**src/rtl/quad_encoder_bank_if.sv**
```systemverilog
// Pin-side and control-side signal bundle for the quadrature encoder bank.
// master drives raw pins and controls; slave is the decoder bank.
interface quad_encoder_bank_if #(
    parameter int CHANNELS = 2,
    parameter int CNT_W    = 8
);
    logic [CHANNELS-1:0]       enc_a;
    logic [CHANNELS-1:0]       enc_b;
    logic [CHANNELS-1:0]       btn_n;
    logic [1:0]                res;
    logic                      wrap_en;
    logic [CHANNELS-1:0]       clr;
    logic [CHANNELS*CNT_W-1:0] count;
    logic [CHANNELS-1:0]       step;
    logic [CHANNELS-1:0]       dir;
    logic [CHANNELS-1:0]       err;
    logic [CHANNELS-1:0]       btn_press;
    logic [CHANNELS-1:0]       btn_held;

    modport master (
        output enc_a, enc_b, btn_n, res, wrap_en, clr,
        input  count, step, dir, err, btn_press, btn_held
    );

    modport slave (
        input  enc_a, enc_b, btn_n, res, wrap_en, clr,
        output count, step, dir, err, btn_press, btn_held
    );
endinterface

```
**src/rtl/quad_encoder_bank.sv**
```systemverilog
// Bank of quadrature decoders with per-channel position counters and
// debounced pushbuttons; every raw pin is synchronised before use.
module quad_encoder_bank #(
    parameter int CHANNELS    = 2,
    parameter int CNT_W       = 8,
    parameter int DEB_CYCLES  = 16,
    parameter int SYNC_STAGES = 2
) (
    input logic clk,
    input logic rst,
    quad_encoder_bank_if.slave bus
);
    localparam int DEB_W = $clog2(DEB_CYCLES + 1);

    // Marks when the synchroniser + sample register hold real pin data after reset.
    logic [SYNC_STAGES:0] vld_reg;

    always_ff @(posedge clk or posedge rst) begin
        if (rst) vld_reg <= '0;
        else     vld_reg <= {vld_reg[SYNC_STAGES-1:0], 1'b1};
    end

    logic [CHANNELS*CNT_W-1:0] count_vec;
    logic [CHANNELS-1:0]       step_vec, dir_vec, err_vec, press_vec, held_vec;

    function automatic logic [1:0] cw_next(input logic [1:0] s);
        case (s)
            2'b00:   cw_next = 2'b10;
            2'b10:   cw_next = 2'b11;
            2'b11:   cw_next = 2'b01;
            default: cw_next = 2'b00;
        endcase
    endfunction

    generate
        for (genvar gi = 0; gi < CHANNELS; gi++) begin : g_ch
            logic [SYNC_STAGES-1:0] a_sync_reg, b_sync_reg, n_sync_reg;
            logic [1:0]             ab_reg, prev_reg;
            logic                   primed_reg;
            logic [CNT_W-1:0]       count_reg, count_next;
            logic                   step_reg, dir_reg, err_reg;
            logic                   fwd, bwd, illegal, gate, counted;
            logic                   deb_reg, press_reg;
            logic [DEB_W-1:0]       deb_cnt_reg;

            always_ff @(posedge clk or posedge rst) begin
                if (rst) begin
                    a_sync_reg <= '0;
                    b_sync_reg <= '0;
                    n_sync_reg <= '1;
                end else begin
                    a_sync_reg <= {a_sync_reg[SYNC_STAGES-2:0], bus.enc_a[gi]};
                    b_sync_reg <= {b_sync_reg[SYNC_STAGES-2:0], bus.enc_b[gi]};
                    n_sync_reg <= {n_sync_reg[SYNC_STAGES-2:0], bus.btn_n[gi]};
                end
            end

            always_comb begin
                fwd     = primed_reg && (ab_reg == cw_next(prev_reg));
                bwd     = primed_reg && (prev_reg == cw_next(ab_reg));
                illegal = primed_reg && ((ab_reg ^ prev_reg) == 2'b11);
                case (bus.res)
                    2'b00:   gate = (ab_reg == 2'b00);
                    2'b01:   gate = (ab_reg == 2'b00) || (ab_reg == 2'b11);
                    default: gate = 1'b1;
                endcase
                counted    = (fwd || bwd) && gate;
                count_next = count_reg;
                if (fwd) begin
                    if (bus.wrap_en || (count_reg != '1)) count_next = count_reg + 1'b1;
                end else if (bwd) begin
                    if (bus.wrap_en || (count_reg != '0)) count_next = count_reg - 1'b1;
                end
            end

            // prev tracks the sample every cycle; decoding is suppressed until primed.
            always_ff @(posedge clk or posedge rst) begin
                if (rst) begin
                    ab_reg     <= 2'b00;
                    prev_reg   <= 2'b00;
                    primed_reg <= 1'b0;
                    count_reg  <= '0;
                    step_reg   <= 1'b0;
                    dir_reg    <= 1'b0;
                    err_reg    <= 1'b0;
                end else begin
                    step_reg   <= 1'b0;
                    ab_reg     <= {a_sync_reg[SYNC_STAGES-1], b_sync_reg[SYNC_STAGES-1]};
                    prev_reg   <= ab_reg;
                    primed_reg <= primed_reg | vld_reg[SYNC_STAGES];
                    if (bus.clr[gi]) begin
                        count_reg <= '0;
                        err_reg   <= 1'b0;
                    end else begin
                        if (counted) begin
                            count_reg <= count_next;
                            step_reg  <= 1'b1;
                            dir_reg   <= fwd;
                        end
                        if (illegal) err_reg <= 1'b1;
                    end
                end
            end

            // Level flips on the sample after DEB_CYCLES consecutive disagreements.
            always_ff @(posedge clk or posedge rst) begin
                if (rst) begin
                    deb_reg     <= 1'b1;
                    deb_cnt_reg <= '0;
                    press_reg   <= 1'b0;
                end else begin
                    press_reg <= 1'b0;
                    if (n_sync_reg[SYNC_STAGES-1] != deb_reg) begin
                        if (deb_cnt_reg == DEB_W'(DEB_CYCLES)) begin
                            deb_reg     <= n_sync_reg[SYNC_STAGES-1];
                            deb_cnt_reg <= '0;
                            press_reg   <= ~n_sync_reg[SYNC_STAGES-1];
                        end else begin
                            deb_cnt_reg <= deb_cnt_reg + 1'b1;
                        end
                    end else begin
                        deb_cnt_reg <= '0;
                    end
                end
            end

            assign count_vec[gi*CNT_W +: CNT_W] = count_reg;
            assign step_vec[gi]  = step_reg;
            assign dir_vec[gi]   = dir_reg;
            assign err_vec[gi]   = err_reg;
            assign press_vec[gi] = press_reg;
            assign held_vec[gi]  = ~deb_reg;
        end
    endgenerate

    assign bus.count     = count_vec;
    assign bus.step      = step_vec;
    assign bus.dir       = dir_vec;
    assign bus.err       = err_vec;
    assign bus.btn_press = press_vec;
    assign bus.btn_held  = held_vec;
endmodule
```
**src/flat_wrapper.sv**
```systemverilog
// flat-port wrapper written by rule: the top's interface ports become plain ports
module quad_encoder_bank_flat 
#(
    parameter int CHANNELS    = 2,
    parameter int CNT_W       = 8,
    parameter int DEB_CYCLES  = 16,
    parameter int SYNC_STAGES = 2
)
  (clk, rst, bus_enc_a, bus_enc_b, bus_btn_n, bus_res, bus_wrap_en, bus_clr, bus_count, bus_step, bus_dir, bus_err, bus_btn_press, bus_btn_held);
  quad_encoder_bank_if #(.CHANNELS(CHANNELS), .CNT_W(CNT_W)) bus_i ();
  input logic clk;
  input logic rst;
  input wire logic [$bits(bus_i.enc_a)-1:0] bus_enc_a;
  input wire logic [$bits(bus_i.enc_b)-1:0] bus_enc_b;
  input wire logic [$bits(bus_i.btn_n)-1:0] bus_btn_n;
  input wire logic [$bits(bus_i.res)-1:0] bus_res;
  input wire logic [$bits(bus_i.wrap_en)-1:0] bus_wrap_en;
  input wire logic [$bits(bus_i.clr)-1:0] bus_clr;
  output wire logic [$bits(bus_i.count)-1:0] bus_count;
  output wire logic [$bits(bus_i.step)-1:0] bus_step;
  output wire logic [$bits(bus_i.dir)-1:0] bus_dir;
  output wire logic [$bits(bus_i.err)-1:0] bus_err;
  output wire logic [$bits(bus_i.btn_press)-1:0] bus_btn_press;
  output wire logic [$bits(bus_i.btn_held)-1:0] bus_btn_held;
  assign bus_i.enc_a = bus_enc_a;
  assign bus_i.enc_b = bus_enc_b;
  assign bus_i.btn_n = bus_btn_n;
  assign bus_i.res = bus_res;
  assign bus_i.wrap_en = bus_wrap_en;
  assign bus_i.clr = bus_clr;
  assign bus_count = bus_i.count;
  assign bus_step = bus_i.step;
  assign bus_dir = bus_i.dir;
  assign bus_err = bus_i.err;
  assign bus_btn_press = bus_i.btn_press;
  assign bus_btn_held = bus_i.btn_held;
  quad_encoder_bank #(.CHANNELS(CHANNELS), .CNT_W(CNT_W), .DEB_CYCLES(DEB_CYCLES), .SYNC_STAGES(SYNC_STAGES)) u_core (.clk(clk), .rst(rst), .bus(bus_i));
endmodule
```
**config.mk**
```make
export PLATFORM = sky130hd
export DESIGN_NAME = quad_encoder_bank_flat
export DESIGN_NICKNAME = d
export VERILOG_FILES = /design/src/rtl/quad_encoder_bank_if.sv /design/src/rtl/quad_encoder_bank.sv /design/src/flat_wrapper.sv
export SDC_FILE = /design/constraint.sdc
export NUM_CORES = 1
export LEC_CHECK = 0
export BUFFER_PORTS_ARGS = -buffer_cell sky130_fd_sc_hd__buf_2
export CELL_PAD_IN_SITES_DETAIL_PLACEMENT = 0
export CELL_PAD_IN_SITES_GLOBAL_PLACEMENT = 2
export CORE_MARGIN = 10
export CORE_UTILIZATION = 38
export CTS_CLUSTER_DIAMETER = 120
export DETAILED_ROUTE_END_ITERATION = 8
export PLACE_DENSITY_LB_ADDON = 0.1
export SETUP_SLACK_MARGIN = 0.4
export SLEW_MARGIN = 20
export SYNTH_ARGS = -nofsm -noshare
export SYNTH_HDL_FRONTEND = slang
export SYNTH_SLANG_ARGS = --single-unit
```
**constraint.sdc**
```tcl
create_clock -name clk -period 3.1 [get_ports clk]
set_clock_uncertainty 0.1 [all_clocks]
set_input_delay 0 -clock clk [delete_from_list [all_inputs] [get_ports clk]]
set_output_delay 0 -clock clk [all_outputs]
set_load 0.01 [all_outputs]
```
-- Word-level counts from Yosys, hierarchy flattened
Index checks and enable logic that the tools add are counted.
- input port bits: 13
- register bits after elaboration: 61
- logic and storage cells: 137
- output and inout bits: 26
- muxes and demuxes: 34
- add/sub/neg operators: 6
- bitwise logic cells: 10
- equality and inequality tests: 23
- reductions and logical operators: 37
- operators by type and width (kind ; count):
    two-way mux 8 bit ; 12
    one-hot mux 2 bit (3 select lines) ; 4
    == test 2 bit (second input constant) ; 10
    two-way mux 5 bit ; 4
    adder 8 x 1 -> 8 bit (second input constant) ; 2
    inequality test 8 bit (second input constant) ; 2
    nonzero test 8 bit ; 2
    subtractor 8 x 1 -> 8 bit (second input constant) ; 2
    two-way mux 1 bit ; 12
    nonzero test 3 bit ; 4
    adder 5 x 1 -> 5 bit (second input constant) ; 2
    == test 5 bit (second input constant) ; 2
    logical NOT 2 bit ; 5
    == test 2 bit ; 4
    logical AND 1 bit ; 8
    logical OR 1 bit ; 8
    AND reduction 2 bit ; 4
    AND reduction 4 bit ; 2
    nonzero test 2 bit ; 4
    inequality test 3 bit (second input constant) ; 2
    inverter 1 bit ; 6
    one-hot mux 1 bit (2 select lines) ; 2
    bitwise XOR 2 bit ; 2
    == test 2 x 1 -> 1 bit (second input constant) ; 1
    other kinds (2) ; 4

-- Depth between registers and ports, before layout
Gate-level depths: netlist (run 1).
- depth in word-level cells: 8
- depth in mapped cells: 10
- mapped depth without buffers: 10

-- Worst setup path after synthesis (run 1)
Ideal clock, no wire load.
- path type: register to register
- start point: register u_core.g_ch[0].ab_reg[0]
- end point: register u_core.g_ch[0].count_reg[7]
- clock period less this slack: 2.707 ns
- setup time: 0.119 ns
- arrival: 2.488 ns
- required time: 2.881 ns
- path slack: 0.393 ns
- stages on the path, launching flop included: 10
- path buffers: 0
- cells stage by stage: dfrtp_1 > xnor2_1 > nand3_1 > ha_1 > a211oi_1 > nor3_1 > or4_1 > a32oi_1 > nor3_1 > o21ba_1
- longest elaborated chain between the ends: 8
- elaborated cells on any way between the ends: 20
- classes of those cells: 5 x eq/ne; 5 x mux; 10 x reduce/logical
- RTL lines (item ; RTL line ; source):
    start: declaration ; quad_encoder_bank.sv:38 ; logic [1:0] ab_reg, prev_reg;
    start signal: assignment ; quad_encoder_bank.sv:88 ; ab_reg <= {a_sync_reg[SYNC_STAGES-1], b_sync_reg[SYNC_STAGES-1]};
    == test 2 bit, or another cell as far along ; quad_encoder_bank.sv:27, quad_encoder_bank.sv:64 ;
    one-hot mux 2 bit (3 select lines) ; quad_encoder_bank.sv:27 ; case (s)
    == test 2 bit ; quad_encoder_bank.sv:60 ; bwd = primed_reg && (prev_reg == cw_next(ab_reg));
    logical AND 1 bit ; quad_encoder_bank.sv:60 ;
    logical OR 1 bit ; quad_encoder_bank.sv:67 ; counted = (fwd || bwd) && gate;
    logical AND 1 bit ; quad_encoder_bank.sv:67 ;
    nonzero test 2 bit (no line) ; n/a ;
    AND reduction 4 bit (no line) ; n/a ;
    end signal: assignment ; quad_encoder_bank.sv:96 ; count_reg <= count_next;
    end: declaration ; quad_encoder_bank.sv:40 ; logic [CNT_W-1:0] count_reg, count_next;
Several ways; a longest one is shown, not always the timed one. The select of a mux whose other input is x is not followed.
A chain may end at the register's enable or synchronous reset.

-- Worst setup path after layout (run 1)
- start point: register u_core.g_ch[0].ab_reg[1]
- end point: register u_core.g_ch[0].count_reg[7]
Same word-level chain as after synthesis.

==> impl_metrics.env, run 1 <==
export IMPL_overflow=0
export IMPL_cts_tree="yes"
export IMPL_die_h_um=111
export IMPL_crit_fanout=6
export IMPL_holdPathStages=3
export IMPL_min_from="bus_res[1]"
export IMPL_p_leak_nw=1.85
export IMPL_worstPathRequired_ps=3230
export IMPL_switching_power_uw=915
export IMPL_synth_simple_area_share_pct=13.8
export IMPL_synth_seq_cells=61
export IMPL_clkSlewWorstSetupHoldPaths_ps=80
export IMPL_synth_cell_types=50
export IMPL_netlist_area_mm2=0.00314
export IMPL_regToRegStartpoint="u_core.g_ch[0].ab_reg[1]"
export IMPL_ant_nets=0
export IMPL_wl_per_cell_um=14.2
export IMPL_grtUsageMet3_pct=3.19
export IMPL_antenna_found_initial=0
export IMPL_syn_num_nets=327
export IMPL_p_int_mw=1.77
export IMPL_gp_congestion=0.811
export IMPL_routed_wl_um=6480
export IMPL_ys_seq_area_share_pct=48.9
export IMPL_hold_viol_final=0
export IMPL_synth_top_family_by_area="simple AND/OR/NAND/NOR gates"
export IMPL_synth_top_area_cell="dfrtp_1"
export IMPL_maxSlewViolCount=0
export IMPL_p_clk_share_pct=27.4
export IMPL_end_kind="register"
export IMPL_arrival_ps=2680
export IMPL_final_layout_size_suffix_gt1_share_pct=27.4
export IMPL_synth_mux_area_share_pct=3.99
export IMPL_fin_crit_sh_pct=82.2
export IMPL_cts_buffers_inserted=9
export IMPL_largest_register_ffs=16
export IMPL_antennaDiodeCount=0
export IMPL_synth_top_cell_area_share_pct=43.9
export IMPL_area_growth_pct=24.2
export IMPL_p_comb_share_pct=34.9
export IMPL_vdd_drop_max_mv=0.267
export IMPL_async_flop_share_pct=100
export IMPL_startpoint_type="register"
export IMPL_reg2reg_depth=9
export IMPL_rows=33
export IMPL_synth_fa_ha_area_share_pct=10.4
export IMPL_finalSetupViolations=0
export IMPL_slowest_stage="or4_1"
export IMPL_hold_class="in2reg"
export IMPL_clk_latency_ps=340
export IMPL_hold_path_end="u_core.g_ch[1].step_reg"
export IMPL_place_area_mm2=0.00342
export IMPL_synth_warnings=0
export IMPL_use_met2_pct=17.5
export IMPL_fillCellCount=745
export IMPL_rrSetupSlack_ps=550
export IMPL_core_mm2=0.00813
export IMPL_ioPinCount=39
export IMPL_path_cells="xor2_2, nand3_4, ha_4, a211oi_2, nor3_1, or4_1, a32oi_2, nor3_1, o21ba_1"
export IMPL_grt_pass1_vias=2328
export IMPL_period_needed_ps=2550
export IMPL_maxSlewHeadroom_pct=50.3
export IMPL_dieArea_mm2=0.0123
export IMPL_worst_pin_slew_ps=745
export IMPL_nNetsFinal=384
export IMPL_drt_pass1_iterations=4
export IMPL_cts_max_level=3
export IMPL_final_design_area_no_fill_mm2=0.00390
export IMPL_clockBufferDepth=2
export IMPL_crit_top_cell="nor3_1"
export IMPL_regToRegEndpoint="u_core.g_ch[0].count_reg[7]"
export IMPL_num_vias=2210
export IMPL_rsz0062_at_grt="true"
export IMPL_cts_num_sinks=61
export IMPL_grt_pass1_wl_um=11300
export IMPL_grt_usage_pct=11.0
export IMPL_switching_share_pct=34.1
export IMPL_max_stage_delay_ps=500
export IMPL_start_util_pct=38.6
export IMPL_synth_xor_area_share_pct=6.98
export IMPL_post_dp_hpwl_um=4540
export IMPL_synth_cells=289
export IMPL_fmax_ghz=0.392
export IMPL_routed_via_density=4.85
export IMPL_synth_compound_area_share_pct=10.8
export IMPL_met1_usage_pct=13.5
export IMPL_grt_max_degree=36
export IMPL_synth_main_ff_cell="dfrtp_1"
export IMPL_cts_root_buf="clkbuf_8"
export IMPL_seqPwrFrac_pct=37.7
export IMPL_setup_tns_ps=0
export IMPL_synth_edf_count=0
export IMPL_postSynthAreaPerCell_um2=10.9
export IMPL_drt_initial_drc_count=22
export IMPL_synth_area_leaders="dfrtp_1 (44%), ha_1 (9.2%), dfstp_2 (5.0%)"
export IMPL_busiest_layer="met2"
export IMPL_io_buffers=38
export IMPL_status="completed"
export IMPL_power_density_mw_per_mm2=688
export IMPL_die_w_um=111
export IMPL_route_detailed_drc=0
export IMPL_crit_type="reg2reg"
export IMPL_maxCapViolations=0
==> cell type report <==
cell class	instances	area (um^2)	share of cell area, %
flip-flops and latches	61	1540	39.5
inverters	19	71.3	1.83
repair buffers	58	367	9.41
multi-input cells	197	1590	40.7
well taps	105	131	3.37
clock buffers	12	155	3.98
clock inverters	4	47.5	1.22
==> metal layers <==
metal	up-vias	part of all wire [%]	wire (um)
met4	0	1.5	99
met5	-	0	0
met3	9	4.4	287
li1	1104	-	-
met2	38	47	3080
met1	1059	47	3010
==> critical path: cells and delay by family (launching register included) <==
kind / cells / cell delay [ps]
and+or+nand+nor: 4 / 820
adders and majority gates: 1 / 250
xor gates and xnor gates: 1 / 210
AOI/OAI and AO/OA: 3 / 600
DFF: 1 / 460
==> repair_timing <==
| item | CTS | global route |
|---|---|---|
| endpoints found under the setup margin | 2 | 6 |
| pin swaps | 1 | 4 |
| resized for setup | 2 | 20 |
| hold endpoints to repair | 56 | 0 |
| hold buffers | 9 | 0 |
| buffers inserted | 2 | 4 |
==> how the worst max path moves through the flow <==
stage                                    start                     endpoint  slack, ps  depth (start not counted)
finish                u_core.g_ch[0].ab_reg[1]  u_core.g_ch[0].count_reg[7]        550                          9
global route        u_core.g_ch[1].prev_reg[0]  u_core.g_ch[1].count_reg[7]        380                         10
CTS                   u_core.g_ch[0].ab_reg[0]  u_core.g_ch[0].count_reg[7]        430                          9
detailed placement    u_core.g_ch[1].ab_reg[0]  u_core.g_ch[1].count_reg[6]        340                          9
global placement      u_core.g_ch[1].ab_reg[0]  u_core.g_ch[1].count_reg[6]        410                          9
floorplan             u_core.g_ch[0].ab_reg[0]  u_core.g_ch[0].count_reg[7]        490                          9
==> power groups by stage <==
stage	combinational (mW)	sequential (mW)	clock, mW
finish	0.936	1.01	0.736
global route	1.06	1.03	0.796
CTS	0.890	1.00	0.757
detailed placement	0.855	1.02	0
global placement	0.861	1.02	0
floorplan	0.641	1.01	0
==> through the flow <==
step                worst slack (ps)  std cells  power [mW]  util [%]  hold WS [ps]
finish                           551        456        2.68      47.9           103
global route                     375        456        2.88      47.9           104
CTS                              427        452        2.65      45.9          77.9
detailed placement               336        425        1.87      42.0          6.91
global placement                 410        425        1.88      42.0          5.41
floorplan                        487        289        1.66         -         -95.5
==> cells in the mapped netlist (3+ instances only) <==
| cell | n |
|---|---|
| ha_1 | 23 |
| dfrtp_1 | 55 |
| xnor2_1 | 14 |
| xor2_1 | 11 |
| buf_4 | 9 |
| dfstp_2 | 6 |
| or4_1 | 3 |
| inv_1 | 19 |
| nand4_1 | 5 |
| nor2_1 | 29 |
| nor3_1 | 11 |
| o21a_1 | 5 |
| nand3_1 | 9 |
| mux2i_1 | 8 |
| or2_2 | 3 |
| a21oi_1 | 12 |
| nor2b_1 | 7 |
| a211oi_1 | 3 |
| o21ai_0 | 9 |
| nand2_1 | 6 |
==> kinds of logic after synthesis <==
kind of cell | after synthesis
buf+inv | 31
flops | 61
mux | 12
xor+xnor | 25
fa+ha+maj | 25
simple gates | 85
compound gates | 49
other cells | 1
==> cells in the final DEF (no fill, tap or decap), types with 3 or more instances in the layout <==
master and n:
a21oi_1 12, buf_2 38, buf_4 10, clkbuf_8 11, dfrtp_1 51, dfrtp_2 4
dfstp_2 6, dlygate4sd3_1 9, ha_1 19, ha_4 4, inv_1 18, mux2i_1 8
nand2_1 6, nand3_1 7, nand4_1 5, nor2_1 29, nor2b_1 7, nor3_1 11
o21a_1 5, o21ai_0 8, or2_2 3, or4_1 3, xnor2_1 12, xor2_1 9
(Power assumes the default switching activity.)
==> run 2: changes to the inputs <==
--- a/config.mk
+++ b/config.mk
@@ -9,7 +9,7 @@
 export CELL_PAD_IN_SITES_DETAIL_PLACEMENT = 0
 export CELL_PAD_IN_SITES_GLOBAL_PLACEMENT = 2
 export CORE_MARGIN = 10
-export CORE_UTILIZATION = 38
+export CORE_UTILIZATION = 34
 export CTS_CLUSTER_DIAMETER = 120
 export DETAILED_ROUTE_END_ITERATION = 8
 export PLACE_DENSITY_LB_ADDON = 0.1
==> constraint.sdc (replaced) <==
create_clock -name clk -period 2.25 [get_ports clk]
set_clock_uncertainty 0.1 [all_clocks]
set_input_delay 0 -clock clk [delete_from_list [all_inputs] [get_ports clk]]
set_output_delay 0 -clock clk [all_outputs]
set_load 0.01 [all_outputs]
==> impl_metrics.env, run 2 (synthesis results as in run 1) <==
export IMPL_clkSlewWorstSetupHoldPaths_ps=70
export IMPL_clk_latency_ps=340
export IMPL_cts_max_level=3
export IMPL_overflow=0
export IMPL_io_buffers=38
export IMPL_place_area_mm2=0.00391
export IMPL_nNetsFinal=449
export IMPL_routed_via_density=4.75
export IMPL_dieArea_mm2=0.0135
export IMPL_hold_class="in2async"
export IMPL_routed_top_layer="met4"
export IMPL_maxCapViolations=0
export IMPL_post_dp_hpwl_um=5170
export IMPL_wl_met3_um=366
export IMPL_power_mw=4.14
export IMPL_final_layout_size_suffix_gt1_share_pct=46.6
export IMPL_regToRegStartpoint="u_core.g_ch[0].prev_reg[0]"
export IMPL_status="finished, violations left"
export IMPL_grt_pass1_wl_um=12800
export IMPL_wl_met1_um=3520
export IMPL_fin_cells=524
export IMPL_period_needed_ps=2490
export IMPL_layout_setup_ws_ps=-239
export IMPL_route_detailed_drc=0
export IMPL_cts_num_sinks=61
export IMPL_power_density_mw_per_mm2=876
export IMPL_gp_congestion=0.758
export IMPL_end_kind="register"
export IMPL_cts_tree="yes"
export IMPL_hold_ws_ps=71.5
export IMPL_num_vias=2489
export IMPL_arrival_ps=2620
export IMPL_cts_buffers_inserted=9
export IMPL_cts_root_buf="clkbuf_8"
export IMPL_largest_register_ffs=16
export IMPL_reg2reg_depth=9
export IMPL_final_cell_mix="buf_4 (51), dfrtp_1 (50), buf_2 (38)"
export IMPL_clockBufferDepth=2
export IMPL_grt_max_degree=25
export IMPL_area_growth_pct=50.5
export IMPL_rows=34
export IMPL_vdd_drop_max_mv=0.420
export IMPL_crit_path_start="u_core.g_ch[0].prev_reg[0]"
export IMPL_regToRegEndpoint="u_core.g_ch[0].count_reg[7]"
export IMPL_grt_pass1_vias=2605
export IMPL_grt_usage_pct=11.9
export IMPL_wl_met2_um=3580
export IMPL_routed_wl_um=7530
export IMPL_crit_fanout=6
export IMPL_p_leak_nw=2.23
export IMPL_worstPathRequired_ps=2380
export IMPL_antennaDiodeCount=0
export IMPL_ioPinCount=39
export IMPL_crit_type="reg2reg"
export IMPL_final_design_area_no_fill_mm2=0.00472
export IMPL_dp_cells=473
export IMPL_fin_crit_sh_pct=111
export IMPL_hold_viol_final=0
export IMPL_rsz0062_at_grt="true"
export IMPL_antenna_found_initial=0
export IMPL_drt_pass1_iterations=4
export IMPL_rrSetupSlack_ps=-240
export IMPL_core_mm2=0.00885
export IMPL_violations="setup timing"
export IMPL_fmax_ghz=0.402
export IMPL_final_common_cell="buf_4"
export IMPL_ant_nets=0
export IMPL_final_core_util_pct=53.4
export IMPL_wl_per_cell_um=14.4
export IMPL_die_w_um=116
export IMPL_maxSlewViolCount=0
export IMPL_start_util_pct=35.5
export IMPL_finalSetupViolations=14
export IMPL_startpoint_type="register"
export IMPL_drt_initial_drc_count=81
export IMPL_die_h_um=116
run 2: cell count changes in the layout (fill, tap and decap cells not counted), moves of 5 or more:
cell / delta
buf_4: +41
buf_6: +22
ha_1: -7
ha_4: +6
nor2b_1: -5
nor2b_4: +5
run 2: critical path, cell delays in order, from the launching register on:
cell,delay [ps]
dfrtp_1,410
xor2_2,200
nand3_4,170
ha_4,270
a211oi_4,230
nor3_2,70
or4_1,500
a32oi_2,210
nor3_2,60
o21ba_1,160
run 2: worst max path at each step:
stage / to / slack (ps) / depth (start not counted)
final: u_core.g_ch[0].count_reg[7] / -240 / 9
after global routing: u_core.g_ch[0].count_reg[7] / -340 / 9
after CTS: u_core.g_ch[0].count_reg[7] / -240 / 9
after detailed placement: u_core.g_ch[0].count_reg[7] / -260 / 9
after global placement: u_core.g_ch[1].count_reg[6] / -230 / 9
after floorplan: u_core.g_ch[0].count_reg[7] / -170 / 9
run 2: stage by stage:
step / TNS (ps) / setup slack, ps
finish: -1920 / -239
global route: -3430 / -343
floorplan: -351 / -170
global placement: -1290 / -226
detailed placement: -1590 / -256
CTS: -1450 / -243
run 2: cell type report:
cell class,instances,area [um^2]
clock buffer,12,135
clock inverter,4,25.0
inverter,19,78.8
tap,108,135
multi-input combinational,199,1890
timing repair buffer,121,922
sequential,61,1540
fill,798,4130
run 2: per-layer routing:
metal / vias to the layer above / track usage, %
li1: 1242 / -
met1: 1209 / 15.4
met2: 34 / 18.7
met3: 4 / 3.88
met4: 0 / 3.25
met5: - / 0
run 2: what timing repair did:
item	CTS	global route
gates resized for setup	32	42
pin swaps	21	22
endpoints found under the setup margin	19	20
setup buffers	14	10
gates cloned	2	0
hold endpoints to repair	83	0
hold buffers	9	0
run 2: report_power, final:
part	total (mW)	switching, mW	leakage, nW	internal, mW
Sequential	1.38	0.158	0.753	1.23
Clock	0.835	0.438	0.0764	0.397
Combinational	1.92	0.849	1.40	1.07
Total	4.14	1.44	2.23	2.69
